`config.mk`:
```
export PLATFORM = sky130hd
export DESIGN_NAME = cacheline_arbiter
export DESIGN_NICKNAME = d
export VERILOG_FILES = /design/src/rtl/cacheline_arbiter_pkg.sv /design/src/rtl/cacheline_arbiter.sv
export SDC_FILE = /design/constraint.sdc
export NUM_CORES = 1
export LEC_CHECK = 0
export ABC_AREA = 0
export BUFFER_PORTS_ARGS = -buffer_cell sky130_fd_sc_hd__buf_2
export CAP_MARGIN = 15
export CORE_AREA = 10 10 525 527
export CTS_BUF_LIST = sky130_fd_sc_hd__clkbuf_2
export DETAILED_ROUTE_END_ITERATION = 7
export DIE_AREA = 0 0 535 537
export GPL_TIMING_DRIVEN = 0
export HOLD_SLACK_MARGIN = 0.15
export PLACE_DENSITY = 0.3
export SYNTH_ARGS = -nofsm -noshare
export SYNTH_HDL_FRONTEND = slang
export SYNTH_SLANG_ARGS = --single-unit
```
`constraint.sdc`:
```
create_clock -name clk -period 1.39 [get_ports clk]
set_input_delay 0.0695 -clock clk [delete_from_list [all_inputs] [get_ports clk]]
set_output_delay 0.0695 -clock clk [all_outputs]
set_load 0.01 [all_outputs]
```
`src/rtl/cacheline_arbiter_pkg.sv`:
```
// Shared types and widths for the I/D cacheline arbiter.
package arbiter_types;

  localparam int unsigned LINE_W = 256;
  localparam int unsigned ADDR_W = 32;

  typedef enum logic [1:0] {
    ARB_IDLE   = 2'd0,
    ARB_ICACHE = 2'd1,
    ARB_DCACHE = 2'd2
  } arb_state_t;

  typedef enum logic {
    GRANT_I = 1'b0,
    GRANT_D = 1'b1
  } grant_t;

endpackage

```
`src/rtl/cacheline_arbiter.sv`:
```
// Round-robin arbiter putting I-cache reads and D-cache reads/write-backs
// onto the single LLC-side cacheline adaptor port, one transaction at a time.
module cacheline_arbiter
  import arbiter_types::*;
(
  input  logic              clk,
  input  logic              rst,
  // I-cache side
  input  logic [ADDR_W-1:0] i_address,
  input  logic              i_read,
  output logic [LINE_W-1:0] i_rdata,
  output logic              i_resp,
  // D-cache side
  input  logic [ADDR_W-1:0] d_address,
  input  logic              d_read,
  input  logic              d_write,
  input  logic [LINE_W-1:0] d_wdata,
  output logic [LINE_W-1:0] d_rdata,
  output logic              d_resp,
  // adaptor side
  output logic [ADDR_W-1:0] address_o,
  output logic [LINE_W-1:0] line_o,
  output logic              read_o,
  output logic              write_o,
  input  logic [LINE_W-1:0] line_i,
  input  logic              resp_i
);

  arb_state_t        r_state;
  arb_state_t        w_state_nxt;
  grant_t            r_last_grant;
  grant_t            w_last_grant_nxt;
  logic [ADDR_W-1:0] r_address;
  logic [ADDR_W-1:0] w_address_nxt;
  logic [LINE_W-1:0] r_line;
  logic [LINE_W-1:0] w_line_nxt;
  logic              r_read;
  logic              w_read_nxt;
  logic              r_write;
  logic              w_write_nxt;

  logic              w_i_pend;
  logic              w_d_pend;
  logic              w_grant_d;

  assign w_i_pend  = i_read;
  assign w_d_pend  = d_read | d_write;
  // D wins when it is alone, or on a tie when I was served last.
  assign w_grant_d = w_d_pend & (~w_i_pend | (r_last_grant == GRANT_I));

  // State and adaptor-side output registers.
  always_ff @(posedge clk) begin
    if (rst) begin
      r_state      <= ARB_IDLE;
      r_last_grant <= GRANT_D;
      r_address    <= '0;
      r_line       <= '0;
      r_read       <= 1'b0;
      r_write      <= 1'b0;
    end else begin
      r_state      <= w_state_nxt;
      r_last_grant <= w_last_grant_nxt;
      r_address    <= w_address_nxt;
      r_line       <= w_line_nxt;
      r_read       <= w_read_nxt;
      r_write      <= w_write_nxt;
    end
  end

  // Next-state and next-output selection; everything holds by default.
  always_comb begin
    w_state_nxt      = r_state;
    w_last_grant_nxt = r_last_grant;
    w_address_nxt    = r_address;
    w_line_nxt       = r_line;
    w_read_nxt       = r_read;
    w_write_nxt      = r_write;
    unique case (r_state)
      ARB_IDLE: begin
        if (w_grant_d) begin
          w_state_nxt      = ARB_DCACHE;
          w_last_grant_nxt = GRANT_D;
          w_address_nxt    = d_address;
          w_line_nxt       = d_wdata;
          // read+write together is illegal; treat it as a write-back
          w_write_nxt      = d_write;
          w_read_nxt       = ~d_write;
        end else if (w_i_pend) begin
          w_state_nxt      = ARB_ICACHE;
          w_last_grant_nxt = GRANT_I;
          w_address_nxt    = i_address;
          w_line_nxt       = '0;
          w_read_nxt       = 1'b1;
          w_write_nxt      = 1'b0;
        end
      end
      ARB_ICACHE, ARB_DCACHE: begin
        if (resp_i) begin
          w_state_nxt = ARB_IDLE;
          w_read_nxt  = 1'b0;
          w_write_nxt = 1'b0;
        end
      end
      default: begin
        w_state_nxt = ARB_IDLE;
        w_read_nxt  = 1'b0;
        w_write_nxt = 1'b0;
      end
    endcase
  end

  // Completion is forwarded in the resp cycle itself; reset suppresses it.
  assign i_resp    = resp_i & ~rst & (r_state == ARB_ICACHE);
  assign d_resp    = resp_i & ~rst & (r_state == ARB_DCACHE);
  assign i_rdata   = line_i;
  assign d_rdata   = line_i;

  assign address_o = r_address;
  assign line_o    = r_line;
  assign read_o    = r_read;
  assign write_o   = r_write;

endmodule

```
=== Yosys cells after proc, flatten, opt, wreduce, memory -nomap -nowiden ===
Cells that the tools add are included.

* Logic and storage cells: 41
* Bits of input ports: 582
* Output and inout port bits: 804
* Bits in registers: 293

* Bitwise operators: 10
* Reductions and logical operators: 5
* Equal/unequal tests: 4
* Mux-type cells: 16

{| class="wikitable"
|+ Operator list
! kind !! number
|-
| 256-bit two-way mux || 2
|-
| 32-bit two-way mux || 2
|-
| 1-bit two-way mux || 6
|-
| 2-bit two-way mux || 3
|-
| 1-bit bitwise AND || 4
|-
| 1-bit inverter || 4
|-
| 1-bit one-hot mux with 2 select lines || 2
|-
| 2-bit one-hot mux with 2 select lines || 1
|-
| 2-bit AND reduction || 2
|-
| 3-bit inequality test (second input constant) || 1
|-
| 2-bit by 1-bit equality test with 1-bit output (second input constant) || 1
|-
| 2-bit equality test (second input constant) || 1
|-
| 2-bit zero test || 1
|-
| 2-bit inequality test (second input constant) || 1
|-
| 1-bit bitwise OR || 2
|-
| 2-bit nonzero test || 1
|-
| 2-bit OR reduction || 1
|}

=== Logic depth before layout (Yosys ltp) ===
* Word-level depth: 5
* Depth in mapped cells: 8

=== Worst setup path before layout ===
Ideal clock, no wire load.

* Path type: register to register
* Start: reg r_state[0]
* End: reg r_line[205], in the netlist line_o[205]
* Cell stages (with the launch flop): 8
* Arrival: 1.450 ns
* Path buffers: 3
* Path slack: -0.125 ns
* Period minus slack after synthesis: 1.515 ns
* Cells stage by stage: dfxtp_1 -> inv_1 -> ha_1 -> buf_2 -> clkbuf_1 -> clkbuf_1 -> a32oi_1 -> nor2_1

* Word-level cells in the longest chain between the ends: 2

{| class="wikitable"
|+ Ends and longest elaborated chain
! element !! line !! source
|-
| from (decl) || cacheline_arbiter.sv:29 || <nowiki>arb_state_t r_state;</nowiki>
|-
| from (signal assigned) || cacheline_arbiter.sv:61 || <nowiki>r_state <= w_state_nxt;</nowiki>
|-
| 2-bit zero test || cacheline_arbiter.sv:78 || <nowiki>unique case (r_state)</nowiki>
|-
| 2-bit AND reduction (no line) || n/a ||
|-
| to (signal assigned) || cacheline_arbiter.sv:64 || <nowiki>r_line <= w_line_nxt;</nowiki>
|-
| to (decl) || cacheline_arbiter.sv:35 || <nowiki>logic [LINE_W-1:0] r_line;</nowiki>
|}

No other way between the ends.
A chain may end at the register's enable or synchronous reset.

=== Worst setup path after layout ===
* Start: reg r_state[0]
* End: out d_resp

* Word-level cells in the longest chain between the ends: 2

{| class="wikitable"
|+ Ends and longest elaborated chain
! element !! line !! source
|-
| 2-bit equality test || cacheline_arbiter.sv:114 || <nowiki>assign d_resp = resp_i & ~rst & (r_state == ARB_DCACHE);</nowiki>
|-
| 1-bit bitwise AND || cacheline_arbiter.sv:114 ||
|-
| to (decl) || cacheline_arbiter.sv:19 || <nowiki>output logic d_resp,</nowiki>
|}

No other way between the ends.

==> impl_metrics.toml <==
[floorplan]
core-area_um2 = 264600
dieArea_um2 = 287300
die_w_um = 535
fp-row-count = 189
io-pin-count = 1386
die_h_um = 537
initial_core_util = 0.05431

[global_routing]
antenna_found_initial = 36
grt_first_pass_wirelength_um = 234200
track_usage = 0.1207
grt_pass1_vias = 23600
grt-ovfl-total = 0
grt_max_degree = 16

[layout]
drive_gt1_frac = 0.5825
stdcell_count = 7524
syn_to_final_growth_pct = 174.8
fin_util = 0.1492
fin_nets = 4478
design_area_um2 = 39490

[critical_path]
cp_slowest_cell = "dfxtp_2"
crit_chain = "inv_2 > ha_2 > and3b_1 > buf_6"
crit_type = "reg -> out"
crit_family = "flip-flops"
cp_num_buf_inv = 2
arrival_ns = 2.24
slowest_delay_ns = 0.37
end_kind = "output port"
path_max_fanout = 2
worstSetupStartpointType = "flip-flop"
crit_required_ns = 1.32

[detailed_routing]
drt_iter0_drc = 1144
drcViolationCount = 0
vias_per_cell = 2.898
drt_pre_antenna_iters = 5
wl_per_cell_um = 24.55
routed_wl_um = 184700
ant_nets = 0
via_count = 21810

[place]
portBuffers = 1126
place_area_um2 = 24610
dpl_worst_slack_ns = -1.138
gp_congestion = 0.8749
hpwl_um = 157300
dp.cells = 6269

[flow_run]
maxCapViolCount = 0

[clock_network]
root_buffer = "clkbuf_2"
cts_buffer_depth = 3
clock_sinks = 293
insertion_delay_ns = 1.34
htreeDepth = 3
tritoncts = "yes"
clk_pin_slew_ns = 0.09
cts_buffers = 96

[logic_synthesis]
ys_types = 27
ys_seq_elements = 293
synth.cell_area_um2 = 14370
ys_seq_area_frac = 0.4081
synth_fp_nets = 2192
synth_warnings = 0
synthCells = 1607
syn_area_per_cell_um2 = 8.943

[status]
status = "complete, but fails checks"
violations = "negative setup slack"

[timing]
max_freq_mhz = 432.7
slew_viol_final = 0
skew_ns = 0.08270
final-setup-viol-count = 585
finalCriticalPeriod_ns = 2.311
hold_violations = 0
worst_pin_slew_ns = 0.7509
maxSlewHeadroom = 0.4994
final.period_utilization = 1.662
setup_slack_ns = -0.9208
rsz0062_at_grt = "yes"

[power]
power_uw = 34850
cellLeakagePower_uw = 0.01719
vdd_drop_max_v = 0.0005407
pwr_density_cell_nw_per_um2 = 882.3

[hold_path]
hold_path.class = "in -> reg"
## per-layer routing
| layer | vias up | share of wire | track usage |
|---|---|---|---|
| met5 | - | 0 | 0 |
| met4 | 0 | 0.024 | 0.03463 |
| met3 | 194 | 0.090 | 0.04474 |
| met2 | 1172 | 0.50 | 0.2139 |
| met1 | 10610 | 0.38 | 0.1347 |
| li1 | 9834 | - | - |
## final timing paths
| kind | start | endpoint | slack (ns) | cells after the start |
|---|---|---|---|---|
| max reg2reg | r_state[1] | line_o[42] | -0.59 | 10 |
| max | r_state[0] | d_resp | -0.92 | 4 |
| min reg2reg | line_o[134] | line_o[134] | 0.50 | 2 |
| min | rst | read_o | 0.27 | 8 |
## timing repair
item / CTS / global route
setup endpoints to repair: 585 / 585
gates resized for setup: 817 / 228
gates cloned: 5 / 1
buffers inserted: 41 / 27
pin swaps: 12 / 12
endpoints found under the hold margin: 293 / 0
hold buffers: 989 / 0
## state kept, by name, summed over array words and instances, names as in the netlist
name,flops
r_state,2
line_o,256
write_o,1
read_o,1
address_o,32
r_last_grant,1
## power breakdown
part | switching [uW] | internal [uW] | total (uW)
registers | 921 | 9600 | 10500
clock network | 4770 | 3110 | 7880
logic | 7940 | 8510 | 16400
total | 13600 | 21200 | 34800
## synth_stat cells
cell	instances	area (um^2)
o2bb2ai_1	1	8.760
nand2_1	65	244.0
o31ai_4	1	21.27
nand2b_1	3	18.77
a221o_1	1	10.01
nor2b_1	1	6.260
a311oi_1	32	280.3
nor2_1	289	1085
buf_1	2	7.510
buf_2	64	320.3
inv_1	3	11.26
o21ai_0	1	5.000
nand4_1	1	6.260
o311ai_0	1	8.760
buf_4	513	3851
clkbuf_1	66	247.7
and3b_1	2	17.52
ha_1	3	37.54
dfxtp_1	293	5866
a21oi_1	1	5.000
a21o_1	1	7.510
nor4b_1	1	8.760
o32ai_1	3	26.28
a2bb2oi_2	1	15.01
clkbuf_2	1	5.000
o31a_1	1	8.760
a32oi_1	256	2242
## cell type report
type                            count  area, um^2
Sequential cell                   293        6309
Clock buffer                      129       645.6
Antenna cell                       39       97.59
Buffer                            644        4940
Timing Repair Buffer             2190       18400
Inverter                            3       11.26
Clock inverter                     28       210.2
Tap cell                         3533        4420
Multi-Input combinational cell    665        4461
Fill cell                       30080      225100
## stage by stage
stage	TNS [ns]	hold slack, ns
floorplan	0	0.2285
global placement	-502.59	0.3206
detailed placement	-223.56	0.3287
CTS	-403.26	0.1549
global route	-380.03	0.1519
finish	-264.17	0.2701
## worst reg2reg max path, stage by stage (launching register included)
cell	delay (ns)
dfxtp_2	0.34
inv_2	0.07
buf_4	0.12
ha_4	0.18
o31ai_4	0.13
buf_4	0.17
buf_8	0.14
buf_12	0.17
buf_2	0.21
a32oi_1	0.24
nor2_1	0.07
## layout by cell type, fill, tap and decap left out, drive strengths merged, types with 2 or more instances in the layout
cell,instances
clkbuf,197
dfxtp,293
nor2,289
nand2,65
o32ai,3
inv,6
ha,3
a32oi,256
buf,1780
and3b,2
diode,39
dlygate4sd3,984
bufinv,3
nand2b,3
clkinv,21
a311oi,32
## kinds of logic after synthesis
| group | after synthesis | share of synthesized area |
|---|---|---|
| buf+inv | 649 | 0.3092 |
| flops | 293 | 0.4081 |
| simple gates | 362 | 0.09647 |
| compound gates | 300 | 0.1836 |
| fa+ha+maj | 3 | 0.002612 |
(Power assumes the default switching activity.)
